===== config.mk =====
export PLATFORM = sky130hd
export DESIGN_NAME = hazard_scoreboard_flat
export DESIGN_NICKNAME = d
export VERILOG_FILES = /design/src/rtl/hazard_scoreboard_if.sv /design/src/rtl/hazard_scoreboard.sv /design/src/flat_wrapper.sv
export SDC_FILE = /design/constraint.sdc
export NUM_CORES = 1
export LEC_CHECK = 0
export CORE_ASPECT_RATIO = 0.6
export CORE_UTILIZATION = 40
export CTS_CLUSTER_DIAMETER = 120
export DETAILED_ROUTE_END_ITERATION = 16
export HOLD_SLACK_MARGIN = 0.08
export MAX_ROUTING_LAYER = met4
export PLACE_DENSITY = 0.85
export SYNTH_ARGS = -nofsm -noshare
export SYNTH_HDL_FRONTEND = slang
export SYNTH_SLANG_ARGS = --single-unit

===== constraint.sdc =====
create_clock -name clk -period 3.13 [get_ports clk]
set_input_delay 0.4695 -clock clk [delete_from_list [all_inputs] [get_ports clk]]
set_output_delay 0.4695 -clock clk [all_outputs]
set_load 0.05 [all_outputs]

===== src/rtl/hazard_scoreboard_if.sv =====
// Interface between the D-stage issue logic and the hazard scoreboard.
// The master drives the D-stage request; the slave returns stall and per-stage write state.
interface hazard_scoreboard_if #(
   parameter int TNEW_W      = 2,
   parameter int STALL_CNT_W = 32
);
   logic [4:0]             D_A;
   logic [TNEW_W-1:0]      D_Tnew;
   logic [4:0]             D_rs_ad;
   logic [4:0]             D_rt_ad;
   logic [TNEW_W-1:0]      D_rs_Tuse;
   logic [TNEW_W-1:0]      D_rt_Tuse;
   logic                   D_rs_used;
   logic                   D_rt_used;
   logic                   ext_stall;
   logic                   E_flush;
   logic                   stall;
   logic [4:0]             E_A;
   logic [4:0]             M_A;
   logic [4:0]             W_A;
   logic [TNEW_W-1:0]      E_Tnew;
   logic [TNEW_W-1:0]      M_Tnew;
   logic                   E_ready;
   logic                   M_ready;
   logic                   W_ready;
   logic [STALL_CNT_W-1:0] stall_cnt;

   modport master (
      output D_A, D_Tnew, D_rs_ad, D_rt_ad, D_rs_Tuse, D_rt_Tuse,
             D_rs_used, D_rt_used, ext_stall, E_flush,
      input  stall, E_A, M_A, W_A, E_Tnew, M_Tnew,
             E_ready, M_ready, W_ready, stall_cnt
   );

   modport slave (
      input  D_A, D_Tnew, D_rs_ad, D_rt_ad, D_rs_Tuse, D_rt_Tuse,
             D_rs_used, D_rt_used, ext_stall, E_flush,
      output stall, E_A, M_A, W_A, E_Tnew, M_Tnew,
             E_ready, M_ready, W_ready, stall_cnt
   );
endinterface


===== src/rtl/hazard_scoreboard.sv =====
// Tracks destination/Tnew of the E, M, W stage writes and raises the D-stage Tuse/Tnew stall.
// Optional stall statistics counter enabled by defining SB_STALL_STAT_EN.
module hazard_scoreboard #(
   parameter int TNEW_W      = 2,
   parameter int STALL_CNT_W = 32
) (
   input  logic               clk,
   input  logic               reset_n,
   hazard_scoreboard_if.slave sb
);
   logic [4:0]        r_e_a, r_m_a, r_w_a;
   logic [TNEW_W-1:0] r_e_tnew, r_m_tnew, r_w_tnew;
   logic              w_hazard_rs, w_hazard_rt, w_stall, w_bubble;
   logic [TNEW_W-1:0] w_d_tnew;

   function automatic logic [TNEW_W-1:0] sat_dec(input logic [TNEW_W-1:0] x);
      return (x == '0) ? '0 : x - TNEW_W'(1);
   endfunction

   // A younger E entry never masks an older M entry for the same register.
   assign w_hazard_rs = sb.D_rs_used && (sb.D_rs_ad != 5'd0) &&
                        (((sb.D_rs_ad == r_e_a) && (r_e_tnew > sb.D_rs_Tuse)) ||
                         ((sb.D_rs_ad == r_m_a) && (r_m_tnew > sb.D_rs_Tuse)));
   assign w_hazard_rt = sb.D_rt_used && (sb.D_rt_ad != 5'd0) &&
                        (((sb.D_rt_ad == r_e_a) && (r_e_tnew > sb.D_rt_Tuse)) ||
                         ((sb.D_rt_ad == r_m_a) && (r_m_tnew > sb.D_rt_Tuse)));

   assign w_stall  = w_hazard_rs | w_hazard_rt | sb.ext_stall;
   assign w_bubble = w_stall | sb.E_flush;
   assign w_d_tnew = (sb.D_A == 5'd0) ? '0 : sb.D_Tnew;

   always_ff @(posedge clk or negedge reset_n) begin
      if (!reset_n) begin
         r_e_a    <= '0;
         r_m_a    <= '0;
         r_w_a    <= '0;
         r_e_tnew <= '0;
         r_m_tnew <= '0;
         r_w_tnew <= '0;
      end else begin
         // NOTE: non-blocking assignments let every stage shift from the old values in one edge.
         r_w_a    <= r_m_a;
         r_w_tnew <= sat_dec(r_m_tnew);
         r_m_a    <= r_e_a;
         r_m_tnew <= sat_dec(r_e_tnew);
         if (w_bubble) begin
            r_e_a    <= '0;
            r_e_tnew <= '0;
         end else begin
            r_e_a    <= sb.D_A;
            r_e_tnew <= w_d_tnew;
         end
      end
   end

   assign sb.stall   = w_stall;
   assign sb.E_A     = r_e_a;
   assign sb.M_A     = r_m_a;
   assign sb.W_A     = r_w_a;
   assign sb.E_Tnew  = r_e_tnew;
   assign sb.M_Tnew  = r_m_tnew;
   assign sb.E_ready = (r_e_a != 5'd0) && (r_e_tnew == '0);
   assign sb.M_ready = (r_m_a != 5'd0) && (r_m_tnew == '0);
   assign sb.W_ready = (r_w_a != 5'd0) && (r_w_tnew == '0);

`ifdef SB_STALL_STAT_EN
   logic [STALL_CNT_W-1:0] r_stall_cnt;

   always_ff @(posedge clk or negedge reset_n) begin
      if (!reset_n) begin
         r_stall_cnt <= '0;
      end else if (w_stall && (r_stall_cnt != '1)) begin
         r_stall_cnt <= r_stall_cnt + STALL_CNT_W'(1);
      end
   end

   assign sb.stall_cnt = r_stall_cnt;
`else
   assign sb.stall_cnt = {STALL_CNT_W{1'b0}};
`endif
endmodule


===== src/flat_wrapper.sv =====
// flat-port wrapper written by rule: the top's interface ports become plain ports
module hazard_scoreboard_flat 
#(
   parameter int TNEW_W      = 2,
   parameter int STALL_CNT_W = 32
)
  (clk, reset_n, sb_D_A, sb_D_Tnew, sb_D_rs_ad, sb_D_rt_ad, sb_D_rs_Tuse, sb_D_rt_Tuse, sb_D_rs_used, sb_D_rt_used, sb_ext_stall, sb_E_flush, sb_stall, sb_E_A, sb_M_A, sb_W_A, sb_E_Tnew, sb_M_Tnew, sb_E_ready, sb_M_ready, sb_W_ready, sb_stall_cnt);
  hazard_scoreboard_if #(.TNEW_W(TNEW_W), .STALL_CNT_W(STALL_CNT_W)) sb_i ();
  input  logic clk;
  input  logic reset_n;
  input wire logic [$bits(sb_i.D_A)-1:0] sb_D_A;
  input wire logic [$bits(sb_i.D_Tnew)-1:0] sb_D_Tnew;
  input wire logic [$bits(sb_i.D_rs_ad)-1:0] sb_D_rs_ad;
  input wire logic [$bits(sb_i.D_rt_ad)-1:0] sb_D_rt_ad;
  input wire logic [$bits(sb_i.D_rs_Tuse)-1:0] sb_D_rs_Tuse;
  input wire logic [$bits(sb_i.D_rt_Tuse)-1:0] sb_D_rt_Tuse;
  input wire logic [$bits(sb_i.D_rs_used)-1:0] sb_D_rs_used;
  input wire logic [$bits(sb_i.D_rt_used)-1:0] sb_D_rt_used;
  input wire logic [$bits(sb_i.ext_stall)-1:0] sb_ext_stall;
  input wire logic [$bits(sb_i.E_flush)-1:0] sb_E_flush;
  output wire logic [$bits(sb_i.stall)-1:0] sb_stall;
  output wire logic [$bits(sb_i.E_A)-1:0] sb_E_A;
  output wire logic [$bits(sb_i.M_A)-1:0] sb_M_A;
  output wire logic [$bits(sb_i.W_A)-1:0] sb_W_A;
  output wire logic [$bits(sb_i.E_Tnew)-1:0] sb_E_Tnew;
  output wire logic [$bits(sb_i.M_Tnew)-1:0] sb_M_Tnew;
  output wire logic [$bits(sb_i.E_ready)-1:0] sb_E_ready;
  output wire logic [$bits(sb_i.M_ready)-1:0] sb_M_ready;
  output wire logic [$bits(sb_i.W_ready)-1:0] sb_W_ready;
  output wire logic [$bits(sb_i.stall_cnt)-1:0] sb_stall_cnt;
  assign sb_i.D_A = sb_D_A;
  assign sb_i.D_Tnew = sb_D_Tnew;
  assign sb_i.D_rs_ad = sb_D_rs_ad;
  assign sb_i.D_rt_ad = sb_D_rt_ad;
  assign sb_i.D_rs_Tuse = sb_D_rs_Tuse;
  assign sb_i.D_rt_Tuse = sb_D_rt_Tuse;
  assign sb_i.D_rs_used = sb_D_rs_used;
  assign sb_i.D_rt_used = sb_D_rt_used;
  assign sb_i.ext_stall = sb_ext_stall;
  assign sb_i.E_flush = sb_E_flush;
  assign sb_stall = sb_i.stall;
  assign sb_E_A = sb_i.E_A;
  assign sb_M_A = sb_i.M_A;
  assign sb_W_A = sb_i.W_A;
  assign sb_E_Tnew = sb_i.E_Tnew;
  assign sb_M_Tnew = sb_i.M_Tnew;
  assign sb_E_ready = sb_i.E_ready;
  assign sb_M_ready = sb_i.M_ready;
  assign sb_W_ready = sb_i.W_ready;
  assign sb_stall_cnt = sb_i.stall_cnt;
  hazard_scoreboard #(.TNEW_W(TNEW_W), .STALL_CNT_W(STALL_CNT_W)) u_core (.clk(clk), .reset_n(reset_n), .sb(sb_i));
endmodule

Word level (Yosys, flattened, before mapping)
Index checks and enable logic that the tools add are counted.
Cells by class
  eq/ne operators: 4
  reduce and logical (&&, ||, !) cells: 22
  bitwise operators: 3
  order comparisons: 4
  add/sub/neg operators: 2
  mux-type cells: 5
Operators with widths (number)
  $reduce_bool 5->1: 5
  $eq 5x5->1: 4
  $logic_and 1x1->1: 11
  $gt 2x2->1: 4
  $mux 2: 4
  $logic_not 2->1: 3
  $logic_not 5->1: 1
  $mux 5: 1
  $sub 2x1->2 const B: 2
  $or 1x1->1: 3
  $logic_or 1x1->1: 2
Storage, ports and cells
  flip-flop bits (word level): 21
  output and inout bits: 55
  input port bits: 27
  logic and storage cells: 46

Depth between registers and ports, before layout
  depth in word-level cells: 8
  mapped depth: 8
  gate-level depth less buffers: 8

Least setup slack after synthesis
Ideal clock, no wire load.
  path kind: reg2out
  from: register u_core.r_m_tnew[0] (netlist: u_core.sb.M_Tnew[0])
  to: output port sb_stall
  cell stages (with the launch flop): 8
  arrival: 2.072 ns
  path slack: 0.588 ns
  data required time: 2.660 ns
  path buffers: 0
  cell sequence: dfrtp_1 -> inv_1 -> ha_1 -> nand2_1 -> nand4_1 -> nor4_1 -> o221ai_1 -> nand3b_1
On the way
  cells in the longest elaborated chain, start to end: 6
  elaborated cells on any way between the ends: 10
  classes of those cells: order compare: 2; bitwise: 2; reduce/logical: 6
Ends and longest elaborated chain
  from (decl): RTL line hazard_scoreboard.sv:12  | logic [TNEW_W-1:0] r_e_tnew, r_m_tnew, r_w_tnew;
  from (signal assigned): RTL line hazard_scoreboard.sv:45  | r_m_tnew <= sat_dec(r_e_tnew);
  $gt 2x2->1 (on tied branches): RTL line hazard_scoreboard.sv:23, hazard_scoreboard.sv:26
  $logic_and 1x1->1 (on tied branches): RTL line hazard_scoreboard.sv:23, hazard_scoreboard.sv:26
  $logic_or 1x1->1 (on tied branches): RTL line hazard_scoreboard.sv:22, hazard_scoreboard.sv:25
  $logic_and 1x1->1 (on tied branches): RTL line hazard_scoreboard.sv:21, hazard_scoreboard.sv:24
  $or 1x1->1 * (2 in a row): RTL line hazard_scoreboard.sv:28  | assign w_stall = w_hazard_rs | w_hazard_rt | sb.ext_stall;
  to (decl): RTL line flat_wrapper.sv:21  | output wire logic [$bits(sb_i.stall)-1:0] sb_stall;
Every way passes the cells marked *; elsewhere a longest branch is shown, timed or not.

Worst setup path after layout
  from: input port sb_D_rs_Tuse[1]
  to: output port sb_stall
On the way
  cells in the longest elaborated chain, start to end: 6
  elaborated cells on any way between the ends: 8
  classes of those cells: order compare: 2; bitwise: 2; reduce/logical: 4
Ends and longest elaborated chain
  from (decl): RTL line flat_wrapper.sv:15  | input wire logic [$bits(sb_i.D_rs_Tuse)-1:0] sb_D_rs_Tuse;
  $gt 2x2->1 (on tied branches): RTL line hazard_scoreboard.sv:22, hazard_scoreboard.sv:23
  $logic_and 1x1->1 (on tied branches): RTL line hazard_scoreboard.sv:22, hazard_scoreboard.sv:23
  $logic_or 1x1->1 *: RTL line hazard_scoreboard.sv:22  | (((sb.D_rs_ad == r_e_a) && (r_e_tnew > sb.D_rs_Tuse)) ||
  $logic_and 1x1->1 *: RTL line hazard_scoreboard.sv:21  | assign w_hazard_rs = sb.D_rs_used && (sb.D_rs_ad != 5'd0) &&
  $or 1x1->1 * (2 in a row): RTL line hazard_scoreboard.sv:28
Marked as above.

==> results_dict.tcl <==
set metrics [dict create \
    syn_avg_cell_area_um2 10.02 \
    synth_top_area_share_pct 38.85 \
    yosysUniqueCellTypes 22 \
    fin_nets 223 \
    ios 82 \
    synthTopCellsByCount "buf_4, dfrtp_1, xnor2_1" \
    synthMuxAreaShare_pct 0 \
    via_count 1002 \
    wl_um 2812 \
    synth_area_leaders "dfrtp_1, buf_4, xnor2_1" \
    gp_congestion 0.8838 \
    antenna_found_initial 0 \
    routedWlPerCell_um 12.28 \
    critical_path.startpoint_type "input pin" \
    min_period_ns 2.825 \
    cp-end-kind "output port" \
    synth_xor_area_share_pct 12.95 \
    path_max_fanout 2 \
    gr-total-overflow 0 \
    synth.most_common_cell "buf_4" \
    rsz0062_at_grt "false" \
    setup_tns_ns 0 \
    arrival_ns 2.36 \
    yosys_warnings 0 \
    maxCapViolCount 0 \
    p_leak_uw 0.0008439 \
    clk_pin_slew_ns 0.07 \
    initial_utilization_pct 44.49 \
    firstDrtPassIters 4 \
    die_h_um 47.04 \
    cts_sinks 21 \
    peakVddDrop_uv 196.2 \
    port_buffers 49 \
    cts_hold_buf 0 \
    synth-edff-count 0 \
    wl_met2_um 1307 \
    setup_viol 0 \
    synth_ff_type "dfrtp_1" \
    async_reset_ff_share_pct 100.0 \
    layout-drive-gt1-share_pct 5.348 \
    synth_seq_cells 21 \
    synth_compound_area_share_pct 4.440 \
    cp_slowest_cell "clkdlybuf4s50_1" \
    vias_per_cell 4.376 \
    setup_ws_ns 0.3050 \
    syn_area_um2 1353 \
    grt_max_degree 22 \
    p_per_area_nw_per_um2 404.5 \
    place_ws_ns 0.3693 \
    cts_tree "built" \
    yosys.area.top_type "dfrtp_1" \
    maxUsedRoutingLayer "met4" \
    synth_top_family_by_area "buffers and inverters" \
    post_cts_buffers 0 \
    synthAdderAreaFrac_pct 7.401 \
    crit_chain "clkdlybuf4s50_1 > inv_1 > ha_1 > nand2_1 > nand4_1 > nor4_1 > o221ai_1 > nand3b_1 > buf_12" \
    cpPeakStageDelay_ns 0.47 \
    core-area_um2 3040 \
    root_buffer "clkbuf_8" \
    relSlewSlack_pct 35.76 \
    status "completed" \
    clk_latency_ns 0.26 \
    syn_inst 135 \
    p_total_uw 738.8 \
    area_growth_pct 35.06 \
    fin_crit_sh_pct 90.26 \
    hold_viol_final 0 \
    drtIter0Drc 54 \
    die_w_um 77.07 \
    post_cts_resized 0 \
    worstSetupPathType "in2out" \
    dp_hpwl_um 2308 \
    regToRegSetupSlack_ns 1.04 \
    max_freq_ghz 0.3540 \
    maxSlewViolCount 0 \
    yosys.area_share.simple_pct 16.10 \
    cp.required_ns 2.66 \
    final_core_util_pct 60.08 \
    cts.path.max_buffers 2 \
    h-tree-depth 1 \
    place_inst 225 \
    first_global_vias 982 \
    hp-class "reg2reg" \
    dr_wl_met3_um 170 \
    wl_met1_um 1317 \
    postRouteAntennaNets 0 \
    clock_skew_ns 0.006902 \
    core.rowCount 15 \
    grt_pass1_wl_um 4609 \
    antennaDiodeCount 0 \
    worstMarginPinSlew_ns 0.9606 \
    stdcell_count 229 \
    seq_area_frac_synth_pct 38.85 \
    numCtsBuffers 3 \
    drc_errors 0 \
    grtUsageTotal_pct 18.00 \
    die-area_um2 3625 \
]
-- power breakdown --
part	switching, uW	internal [uW]	total [uW]
clock network	84.9	90.8	176
registers	14.1	281	295
logic	184	84.5	268
total	283	456	739
-- worst paths after layout --
| kind | cells after the start | start | end |
|---|---|---|---|
| worst max-delay path | 9 | sb_D_rs_Tuse[1] | sb_stall |
| worst max register to register | 8 | u_core.sb.M_Tnew[0]$_DFF_PN0_ | u_core.sb.E_A[0]$_DFF_PN0_ |
| max in group asynchronous | 1 | reset_n | u_core.sb.M_Tnew[1]$_DFF_PN0_ |
| worst min-delay path | 0 | u_core.sb.E_A[3]$_DFF_PN0_ | u_core.sb.M_A[3]$_DFF_PN0_ |
| min in group asynchronous | 1 | reset_n | u_core.r_w_tnew[1]$_DFF_PN0_ |
| worst min register to register | 0 | u_core.sb.E_A[3]$_DFF_PN0_ | u_core.sb.M_A[3]$_DFF_PN0_ |
-- cell type report --
cell class | count | area, um2
fillers | 260 | 1214
repair buffers | 49 | 500.5
clock buffers | 4 | 45.04
well taps | 42 | 52.55
multi-input cells | 105 | 673.1
inverters | 8 | 30.03
flip-flops and latches | 21 | 525.5
-- stage by stage --
stage	hold WS (ns)	instance area, um2
after floorplan	0.1739	1469
after global placement	0.4923	1782
after detailed placement	0.4941	1782
after CTS	0.5055	1827
after global routing	0.5208	1827
final	0.5035	1827
-- layout by cell type (no fill, tap or decap) --
cell / n
ha_1: 8
xor2_1: 8
and4bb_4: 1
a211oi_1: 3
or4_1: 2
nor2_1: 4
and2_1: 2
nand4_1: 4
nor2b_1: 2
nand3b_1: 1
a21oi_1: 4
inv_1: 8
and2_2: 5
nand2_1: 5
clkbuf_1: 1
nor4_1: 4
clkdlybuf4s50_1: 48
o221ai_1: 2
and3_1: 2
dfrtp_1: 21
buf_12: 1
clkbuf_8: 3
xnor2_1: 12
nor3_1: 4
conb_1: 32
-- worst max-delay path, delay by kind of cell --
family / cells / cell delay, ns
buffers and inverters: 3 / 0.68
and+or+nand+nor: 4 / 0.67
AOI/OAI and AO/OA: 1 / 0.24
adders and majority gates: 1 / 0.29
-- registers in the layout, indices dropped and copies added, names as in the netlist --
signal,cells
u_core.sb.W_A,5
u_core.sb.M_A,5
u_core.r_w_tnew,2
u_core.sb.E_Tnew,2
u_core.sb.M_Tnew,2
u_core.sb.E_A,5
-- logic make-up after synthesis --
group | after synthesis
and+or+nand+nor | 36
other | 1
AOI/OAI and AO/OA | 9
xor gates and xnor gates | 20
DFF | 21
buffers and inverters | 40
adders and majority gates | 8
-- routing by layer --
metal,track usage [%],vias to the layer above
met3,4.660,4
met2,29.64,41
met4,3.396,0
met1,23.03,468
met5,-,-
li1,-,489
Note: power is estimated with default switching activity, not from simulation.
